### src/rtl/rom_arb_pkg.sv
// Shared types and widths for the instruction RAMROM port arbiter.
package rom_arb_pkg;

    localparam int ROM_AW = 14;
    localparam int ROM_DW = 32;

    typedef enum logic [2:0] {
        FETCH  = 3'd0,
        DRAIN  = 3'd1,
        LOAD   = 3'd2,
        FLUSH  = 3'd3,
        RESUME = 3'd4
    } state_t;

endpackage

### src/rtl/rom_byte_packer.sv
// Packs loader bytes little-endian into 32-bit words. A full word raises
// word_valid_o for one cycle after its 4th byte; a flush with 1-3 bytes
// pending raises it combinationally with the upper bytes already zero.
module rom_byte_packer
    import rom_arb_pkg::*;
(
    input  logic              clock,
    input  logic              reset,
    input  logic              clear_i,
    input  logic              byte_fire_i,
    input  logic [7:0]        byte_i,
    input  logic              flush_i,
    output logic              word_valid_o,
    output logic [ROM_DW-1:0] word_o,
    output logic              busy_o
);

    logic [1:0]        cnt_q, cnt_d;
    logic [ROM_DW-1:0] data_q, data_d;
    logic              wv_q, wv_d;

    // Byte slotting: the first byte of a word zeroes the rest so a flush
    // never needs a separate padding step.
    always_comb begin
        cnt_d  = cnt_q;
        data_d = data_q;
        wv_d   = 1'b0;
        if (clear_i) begin
            cnt_d  = '0;
            data_d = '0;
        end else if (flush_i) begin
            cnt_d = '0;
        end else if (byte_fire_i) begin
            if (cnt_q == 2'd0) begin
                data_d = {24'h0, byte_i};
            end else begin
                data_d[{cnt_q, 3'b000} +: 8] = byte_i;
            end
            wv_d  = (cnt_q == 2'd3);
            cnt_d = cnt_q + 2'd1;
        end
    end

    // Packer state; reset discards any partially assembled word.
    always_ff @(posedge clock or posedge reset) begin
        if (reset) begin
            cnt_q  <= '0;
            data_q <= '0;
            wv_q   <= 1'b0;
        end else begin
            cnt_q  <= cnt_d;
            data_q <= data_d;
            wv_q   <= wv_d;
        end
    end

    assign word_valid_o = wv_q | (flush_i & (cnt_q != 2'd0));
    assign word_o       = data_q;
    // The word is held in data_q during its write cycle, so no new byte may land.
    assign busy_o       = wv_q;

endmodule

### src/rtl/rom_port_arbiter.sv
// Shares the instruction RAMROM port between the fetch unit and the UART
// program loader: stall, drain, grant, pack/write, flush, resume.
// Optional build macro LOADER_CHECKSUM_EN adds ld_checksum (sum of words written).
module rom_port_arbiter
    import rom_arb_pkg::*;
#(
    parameter int unsigned       DRAIN_CYCLES       = 2,
    parameter logic [ROM_AW-1:0] LOAD_BASE          = 14'h0,
    parameter bit                RESTART_AFTER_LOAD = 1'b1
) (
    input  logic              clock,
    input  logic              reset,
    input  logic [ROM_AW-1:0] fetch_adr,
    output logic [ROM_DW-1:0] fetch_inst,
    output logic              cpu_stall,
    output logic              cpu_restart,
    input  logic              ld_req,
    output logic              ld_gnt,
    input  logic [7:0]        ld_byte,
    input  logic              ld_byte_valid,
    output logic              ld_byte_ready,
    input  logic              ld_done,
    output logic [ROM_AW-1:0] ld_word_count,
    output logic              ld_wrapped,
    output logic [ROM_AW-1:0] rom_adr,
    output logic [ROM_DW-1:0] rom_wdata,
    output logic              rom_we,
    input  logic [ROM_DW-1:0] rom_rdata
`ifdef LOADER_CHECKSUM_EN
    ,
    output logic [ROM_DW-1:0] ld_checksum
`endif
);

    localparam int DCW = (DRAIN_CYCLES > 1) ? $clog2(DRAIN_CYCLES) : 1;
    localparam logic [DCW-1:0] DRAIN_LAST = DCW'(DRAIN_CYCLES - 1);

    state_t            state_q, state_d;
    logic [DCW-1:0]    drain_cnt_q, drain_cnt_d;
    logic [ROM_AW-1:0] wr_adr_q, wr_adr_d;
    logic [ROM_AW-1:0] word_cnt_q, word_cnt_d;
    logic              wrapped_q, wrapped_d;
    logic [ROM_DW-1:0] inst_q, inst_d;
    logic              restart_q, restart_d;
    logic              rdata_ok_q;

    logic              drain_done, enter_drain;
    logic              pk_fire, pk_flush, pk_wv, pk_busy;
    logic [ROM_DW-1:0] pk_word;

    assign drain_done  = (state_q == DRAIN) && (drain_cnt_q == DRAIN_LAST);
    assign enter_drain = (state_q == FETCH) && ld_req;
    assign pk_flush    = (state_q == FLUSH);
    assign pk_fire     = (state_q == LOAD) && ld_byte_valid && !pk_busy;

    rom_byte_packer u_packer (
        .clock       (clock),
        .reset       (reset),
        .clear_i     (drain_done),
        .byte_fire_i (pk_fire),
        .byte_i      (ld_byte),
        .flush_i     (pk_flush),
        .word_valid_o(pk_wv),
        .word_o      (pk_word),
        .busy_o      (pk_busy)
    );

    // State register.
    always_ff @(posedge clock or posedge reset) begin
        if (reset) state_q <= FETCH;
        else       state_q <= state_d;
    end

    // Next-state: a loader session always runs FLUSH and RESUME once.
    always_comb begin
        state_d = state_q;
        case (state_q)
            FETCH:   if (ld_req) state_d = DRAIN;
            DRAIN:   if (drain_done) state_d = LOAD;
            LOAD:    if (ld_done || !ld_req) state_d = FLUSH;
            FLUSH:   state_d = RESUME;
            RESUME:  state_d = FETCH;
            default: state_d = FETCH;
        endcase
    end

    // Outputs: fetch path owns the port except in LOAD/FLUSH.
    always_comb begin
        rom_adr       = fetch_adr;
        rom_we        = 1'b0;
        rom_wdata     = '0;
        fetch_inst    = inst_q;
        cpu_stall     = 1'b1;
        ld_gnt        = 1'b0;
        ld_byte_ready = 1'b0;
        case (state_q)
            FETCH: begin
                cpu_stall  = 1'b0;
                // rom_rdata is only meaningful once an edge outside reset has
                // registered a read address.
                fetch_inst = rdata_ok_q ? rom_rdata : inst_q;
            end
            LOAD: begin
                ld_gnt        = 1'b1;
                ld_byte_ready = !pk_busy;
                rom_adr       = wr_adr_q;
                rom_we        = pk_wv;
                rom_wdata     = pk_wv ? pk_word : '0;
            end
            FLUSH: begin
                ld_gnt    = 1'b1;
                rom_adr   = wr_adr_q;
                rom_we    = pk_wv;
                rom_wdata = pk_wv ? pk_word : '0;
            end
            default: ;
        endcase
    end

    // Datapath next-state: drain timer, write pointer, session counters.
    always_comb begin
        drain_cnt_d = (state_q == DRAIN) ? drain_cnt_q + 1'b1 : '0;
        wr_adr_d    = wr_adr_q;
        word_cnt_d  = word_cnt_q;
        wrapped_d   = wrapped_q;
        if (drain_done) begin
            wr_adr_d   = LOAD_BASE;
            word_cnt_d = '0;
            wrapped_d  = 1'b0;
        end else if (rom_we) begin
            wr_adr_d   = wr_adr_q + 1'b1;
            word_cnt_d = word_cnt_q + 1'b1;
            if (wr_adr_q == '1) wrapped_d = 1'b1;
        end
        inst_d    = (state_q == FETCH) ? fetch_inst : inst_q;
        restart_d = RESTART_AFTER_LOAD && (state_q == RESUME);
    end

    // Datapath registers.
    always_ff @(posedge clock or posedge reset) begin
        if (reset) begin
            drain_cnt_q <= '0;
            wr_adr_q    <= LOAD_BASE;
            word_cnt_q  <= '0;
            wrapped_q   <= 1'b0;
            inst_q      <= '0;
            restart_q   <= 1'b0;
            rdata_ok_q  <= 1'b0;
        end else begin
            drain_cnt_q <= drain_cnt_d;
            wr_adr_q    <= wr_adr_d;
            word_cnt_q  <= word_cnt_d;
            wrapped_q   <= wrapped_d;
            inst_q      <= inst_d;
            restart_q   <= restart_d;
            rdata_ok_q  <= 1'b1;
        end
    end

    assign cpu_restart   = restart_q;
    assign ld_word_count = word_cnt_q;
    assign ld_wrapped    = wrapped_q;

`ifdef LOADER_CHECKSUM_EN
    logic [ROM_DW-1:0] csum_q, csum_d;

    // Session checksum, restarted whenever a new session begins draining.
    always_comb begin
        csum_d = csum_q;
        if (enter_drain)  csum_d = '0;
        else if (rom_we)  csum_d = csum_q + rom_wdata;
    end

    // Checksum register.
    always_ff @(posedge clock or posedge reset) begin
        if (reset) csum_q <= '0;
        else       csum_q <= csum_d;
    end

    assign ld_checksum = csum_q;
`else
    logic unused_enter_drain;
    assign unused_enter_drain = enter_drain;
`endif

endmodule

### config.mk
export PLATFORM = sky130hd
export DESIGN_NAME = rom_port_arbiter
export DESIGN_NICKNAME = d
export VERILOG_FILES = /design/src/rtl/rom_arb_pkg.sv /design/src/rtl/rom_byte_packer.sv /design/src/rtl/rom_port_arbiter.sv
export SDC_FILE = /design/constraint.sdc
export NUM_CORES = 1
export LEC_CHECK = 0
export CAP_MARGIN = 20
export CORE_ASPECT_RATIO = 1.1
export CORE_MARGIN = 2
export CORE_UTILIZATION = 63
export CTS_CLUSTER_SIZE = 12
export DETAILED_ROUTE_END_ITERATION = 6
export DONT_BUFFER_PORTS = 1
export PLACE_DENSITY = 0.79
export SYNTH_ARGS = -nofsm -noshare
export SYNTH_HDL_FRONTEND = slang
export SYNTH_SLANG_ARGS = --single-unit
### constraint.sdc
create_clock -name clock -period 4.49 [get_ports clock]
set_clock_uncertainty 0.15 [all_clocks]
set_input_delay 0.2245 -clock clock [delete_from_list [all_inputs] [get_ports clock]]
set_output_delay 0.2245 -clock clock [all_outputs]
set_load 0.01 [all_outputs]
== Yosys cells after proc, flatten, opt, wreduce, memory -nomap -nowiden ==
Cells that the tools add are included.
W data, S select, Z words.

* Bits in registers: 102

* Add/subtract/negate cells: 5
* Equal/unequal tests: 10
* Shift-type cells: 2
* Mux-type cells: 32
* Bitwise gates (word level): 2
* Reduce and logical (&&, ||, !) cells: 17

{| class="wikitable"
|+ Operator list
! operator !! number
|-
| $mux W32 || 8
|-
| $mux W14 || 5
|-
| $bwmux W32 || 1
|-
| $shift A8 B7 Y32 const A || 1
|-
| $shiftx A8 B7 Y32 || 1
|-
| $add A14 B1 Y14 const B || 2
|-
| $eq A14 B14 Y1 const B || 1
|-
| $pmux W3 S4 || 1
|-
| $mux W1 || 11
|-
| $mux W3 || 3
|-
| $reduce_bool A2 Y1 || 4
|-
| $neg A5 Y7 || 1
|-
| $eq A3 B2 Y1 const B || 2
|-
| $mux W2 || 3
|-
| $ne A2 B2 Y1 const B || 3
|-
| $reduce_and A2 Y1 || 2
|-
| $eq A3 B1 Y1 const B || 1
|-
| $eq A3 B3 Y1 const B || 1
|-
| $logic_and A1 B1 Y1 || 3
|-
| $logic_not A3 Y1 || 1
|-
| $reduce_and A3 Y1 || 1
|-
| $reduce_bool A3 Y1 || 1
|-
| $add A2 B1 Y2 const B || 1
|-
| $eq A2 B2 Y1 const B || 1
|-
| 8 further kinds || 9
|}

== Logic depth before layout (Yosys ltp) ==
* Depth after elaboration: 7
* Depth in mapped cells: 8
* Gate-level depth less buffers: 6

== Hierarchy ==
A second synthesis with hierarchy kept.

* Cells, all modules: 478
* Area, all modules: 5699.2 µm²

{| class="wikitable"
|+ By module, submodules not included
! module !! instances !! cells each !! area each (µm²) !! seq. area each (µm²)
|-
| rom_port_arbiter || 1 || 336 || 3971.3 || 1676.6
|-
| rom_byte_packer || 1 || 142 || 1727.9 || 875.8
|}

== Worst setup path before layout ==
Ideal clock, no wire load.

* Path type: register to output
* From: register u_packer.cnt_q[0]
* To: output port rom_wdata[10]
* Data arrival time: 1.926 ns
* Data required time: 4.115 ns
* Path slack: 2.190 ns
* Stages on the path, launching flop included: 9
* Path buffers: 3
* Path through: dfrtp_1 > inv_1 > ha_1 > and2b_1 > buf_4 > o21a_1 > buf_2 > clkbuf_1 > and2_1

* Cells in the longest elaborated chain, start to end: 5

{| class="wikitable"
|+ Ends and longest elaborated chain
! item !! RTL line !! RTL
|-
| start, declared || rom_byte_packer.sv:18 || <nowiki>logic [1:0] cnt_q, cnt_d;</nowiki>
|-
| start signal, assigned || rom_byte_packer.sv:51 || <nowiki>cnt_q <= cnt_d;</nowiki>
|-
| $reduce_bool A2 Y1 || rom_byte_packer.sv:57 || <nowiki>assign word_valid_o = wv_q | (flush_i & (cnt_q != 2'd0));</nowiki>
|-
| $and A1 B1 Y1 || rom_byte_packer.sv:57 ||
|-
| $or A1 B1 Y1 || rom_byte_packer.sv:57 ||
|-
| $mux W32 || rom_port_arbiter.sv:108, rom_port_arbiter.sv:114 ||
|-
| $mux W32 || n/a ||
|-
| end, declared || rom_port_arbiter.sv:26 || <nowiki>output logic [ROM_DW-1:0] rom_wdata,</nowiki>
|}

No other way between the ends.

== Worst setup path after layout ==
* From: register u_packer.cnt_q[0]
* To: output port rom_wdata[15]

The elaborated chain is that of the path after synthesis.

==> results <==
- The weighted congestion at the end of routability-driven global placement is 0.827.
- The row count is 35.
- The final-layout fill cell count is 632.
- The number of sinks handled by clock tree synthesis is 102.
- At the pin with the least slew margin, the transition time is 727 ps.
- The number of maximum-capacitance violations is 0.
- By count the netlist is led by sky130_fd_sc_hd__dfrtp_1 (102), sky130_fd_sc_hd__nand2_1 (76), sky130_fd_sc_hd__mux2_2 (59), sky130_fd_sc_hd__and2_1 (36), sky130_fd_sc_hd__mux2i_1 (29).
- Of the post-synthesis cell area, the dominant cell type holds 0.474.
- Walking the worst path, the cells encountered are inv_1 -> ha_1 -> and2b_1 -> o21a_1 -> buf_4 -> and2_1.
- In the global route stage, met2 resource usage came out at 0.406.
- The largest fanout on the critical path is 22.
- Setup repair after global routing left no endpoint under its margin.
- Counting every net in the synthesized netlist gives 569.
- The detail route stage leaves a number of antenna-violating nets equal to 0.
- The number of slew-limit violations in the final report is 0.
- The cell type with the highest aggregate area in the netlist is sky130_fd_sc_hd__dfrtp_1.
- The clock transition at the register clock pins on the worst setup and hold paths after CTS is 90 ps.
- Across all setup checks in the final design, the least slack found is 1020 ps.
- The clock root buffer master is sky130_fd_sc_hd__clkbuf_8.
- During synthesis, Yosys emitted a total of 0 warnings.
- The most used routing layer in global routing is met2.
- The share of async-settable or async-resettable flops after synthesis is 1.00.
- For met3 alone, demand over resource in global routing was 0.0561.
- Headroom to the max-slew limit came out at 0.515.
- The type of element capturing the critical path is an output pin.
- In this run the horizontal extent of the chip is 92.2 um.
- The min-delay analysis places its worst path in the category in2reg.
- The largest stage delay on the critical path is 590 ps.
- The netlist area before placement is 0.00539 mm2.
- The core box area is 0.00836 mm2.
- In this design, the largest share of critical-path delay is due to simple AND/OR/NAND/NOR gates.
- The combined buffer and inverter count along the critical path is 2.
- The detailed router finished its first iteration with 227 violations.
- The first global-routing pass estimated 17900 um of wire.
- The number of H-tree branching levels is 3.
- In the global route stage, overall resource usage came out at 0.246.
- The worst setup path category is reg2out.
- The area growth from synthesis to layout is 12.4%.
- The highest clock rate is 288 MHz.
- The share of the clock period used by the worst path is 0.773.
- For this run, the post-layout net count is 600.
- The finished layout cell area is 0.00606 mm2.
- Setup total negative slack on the finished layout was measured at 0 ps.
- The number of gates resized after CTS is 0.
- The area after detailed placement is 0.00540 mm2.
- The floorplan step set the die height to 101 um.
- Data on the critical path arrives at its endpoint at 3090 ps.
- STA classifies the critical path startpoint as a flop.
- The share of total power dissipated in combinational logic is 0.374.
- In the final layout, the share of cells above drive strength 1 is 0.167.
- The initial antenna violation count was 0.
- 157 I/O pins were placed.
- In the post-synthesis netlist, the biggest area contributors are sky130_fd_sc_hd__dfrtp_1 (47%), sky130_fd_sc_hd__mux2_2 (12%), sky130_fd_sc_hd__mux2i_1 (5.4%), sky130_fd_sc_hd__nand2_1 (5.3%), sky130_fd_sc_hd__and2_1 (4.2%).
- For the worst-skew pair, the clock arrives at the later sink with an insertion delay of 360 ps.
- For this run, the leading register cell type out of synthesis is sky130_fd_sc_hd__dfrtp_1.
- The flow ran to the end, and the final reports show no timing, DRC or antenna violations.
- In this run the tool buffered the top-level ports with 0 buffer cells.
- The TritonCTS clock tree is yes.
- The part of the total power dissipated in the clock network is 0.199.
- The total wirelength of the detailed-routed design is 11500 um.
- The largest net degree at the start of global routing is 65.
- In this run the power spent charging and discharging nets is 1.18 mW.
- After detailed routing, the number of vias per cell comes to 5.76.
- For this run, global-route usage on met1 was measured as 0.326.
- After layout, the design draws a total of 3.24 mW.
- The shortest clock period the worst path allows after layout is 3470 ps.
- The number of CTS-inserted buffers is 9.
- The sequential cell area fraction in the yosys report is 0.474.
- The die covers 0.00931 mm2.
- The first TritonRoute pass finished after 4 iterations.
- The worst slack after detailed placement is 1420 ps.
- The residual overflow from global routing is 0.
- The detailed-route DRC error count is 0.
- The initial utilization of the core area, before any placement, comes to 0.644.
- The count of inserted antenna diode cells is 0.
- The number of hold violations in the final report came to 0.
- The number of global-route vias before repair was 3544.
- The synthesized flop and latch total is 102.
- The internal portion of the total power is 2.06 mW.
- Of the total power, the share spent switching nets is 0.365.
- Among all cell types in the netlist, the one instantiated most often is sky130_fd_sc_hd__dfrtp_1.
- The leakage power of the design is 2.60 nW.
- Across the VDD grid, the largest voltage drop is 0.000304 V.
- Among all stages on the critical path, the largest delay is contributed by sky130_fd_sc_hd__o21a_1.
- The number of standard cells after synthesis is 504.
- Setup violations remaining at the end of the flow were counted as 0.
- The number of buffers on the longest clock path is 2.
- The part of the total power dissipated in sequential elements is 0.427.
- In this run, synthesis inferred 0 flip-flops with an integrated enable.
- The routed layout has 3751 vias.
- The detail-routed net length per standard cell is 17.6 um.
- The required time at the endpoint of the critical path is 4120 ps.
- A synthesized cell averages 10.7 um2.
- The estimated wirelength of the detail-placed design is 7320 um.
- Yosys mapped the design onto 54 distinct sky130hd cell types.
- The power density relative to cell area is 536 mW/mm2.
-- metrics by stage --
| stage | util | hold WS, ps | std cells |
|---|---|---|---|
| detailed placement | 0.646 | 121 | 592 |
| CTS | 0.724 | 27.1 | 651 |
| finish | 0.724 | 42.9 | 651 |
| floorplan | - | 209 | 504 |
| global route | 0.724 | 55.3 | 651 |
| global placement | 0.646 | 107 | 592 |
-- flip-flops by register name, summed over array words and instances, names as in the netlist --
register	cells
cpu_restart	1
drain_cnt_q	1
inst_q	32
ld_word_count	14
ld_wrapped	1
rdata_ok_q	1
state_q	3
u_packer.busy_o	1
u_packer.cnt_q	2
u_packer.word_o	32
wr_adr_q	14
-- final timing paths --
path / from / endpoint / slack, ps / cells past startpoint
max: u_packer.cnt_q[0] / rom_wdata[15] / 1020 / 6
min reg2reg: inst_q[16] / inst_q[16] / 350 / 1
min in group asynchronous: reset / inst_q[6] / 310 / 2
max in group asynchronous: reset / u_packer.word_o[31] / 2830 / 3
max reg2reg: u_packer.cnt_q[0] / ld_word_count[4] / 1690 / 6
min: ld_done / state_q[0] / 40 / 3
-- repair_timing --
action | in CTS | in global routing
hold buffers | 43 | 0
endpoints found under the hold margin | 125 | 0
buffers inserted | 0 | 0
-- cell usage in the layout (no fill, tap or decap), types with 12 or more instances in the layout --
| master | count |
|---|---|
| sky130_fd_sc_hd__nand2_1 | 76 |
| sky130_fd_sc_hd__mux2i_1 | 29 |
| sky130_fd_sc_hd__a21oi_1 | 12 |
| sky130_fd_sc_hd__o21ai_0 | 13 |
| sky130_fd_sc_hd__inv_1 | 26 |
| sky130_fd_sc_hd__mux2_2 | 59 |
| sky130_fd_sc_hd__nor2_1 | 13 |
| sky130_fd_sc_hd__and2_1 | 36 |
| sky130_fd_sc_hd__dfrtp_1 | 102 |
| sky130_fd_sc_hd__dlygate4sd3_1 | 43 |
-- power by group through the flow --
stage / Clock, mW / Combinational, mW / Sequential, mW
2_1_floorplan: 0 / 1.08 / 1.32
3_5_place_dp: 0 / 1.16 / 1.39
5_1_grt: 0.697 / 1.31 / 1.42
4_1_cts: 0.657 / 1.21 / 1.38
3_3_place_gp: 0 / 1.13 / 1.38
6_report: 0.645 / 1.21 / 1.38
-- logic make-up after synthesis --
logic type                 count (synthesis)  synth area share
AOI/OAI and AO/OA                         56            0.0757
xor gates and xnor gates                   9            0.0146
adders and majority gates                  6            0.0139
buffers and inverters                     55            0.0495
DFF                                      102             0.474
muxes                                     95             0.192
other                                      1          0.000696
and+or+nand+nor                          180             0.180
-- tightest hold or removal path: stages --
cell                      delay [ps]
sky130_fd_sc_hd__nor2b_1         100
sky130_fd_sc_hd__o21ai_0          80
sky130_fd_sc_hd__o311a_1         110
-- per-layer routing --
metal,vias to the layer above,routed length [um]
met2,119,5540
met5,-,0
met4,0,104
met3,11,761
met1,1819,5060
li1,1802,-
-- final cells by class --
type | count | area (um2) | share of cell area
Clock inverter | 5 | 81.3 | 0.0134
Inverter | 28 | 113 | 0.0186
Timing Repair Buffer | 47 | 460 | 0.0760
Multi-Input combinational cell | 347 | 2570 | 0.424
Tap cell | 111 | 139 | 0.0229
Sequential cell | 102 | 2550 | 0.421
Clock buffer | 11 | 141 | 0.0233
No activity file was read; power rests on OpenSTA's default activity.
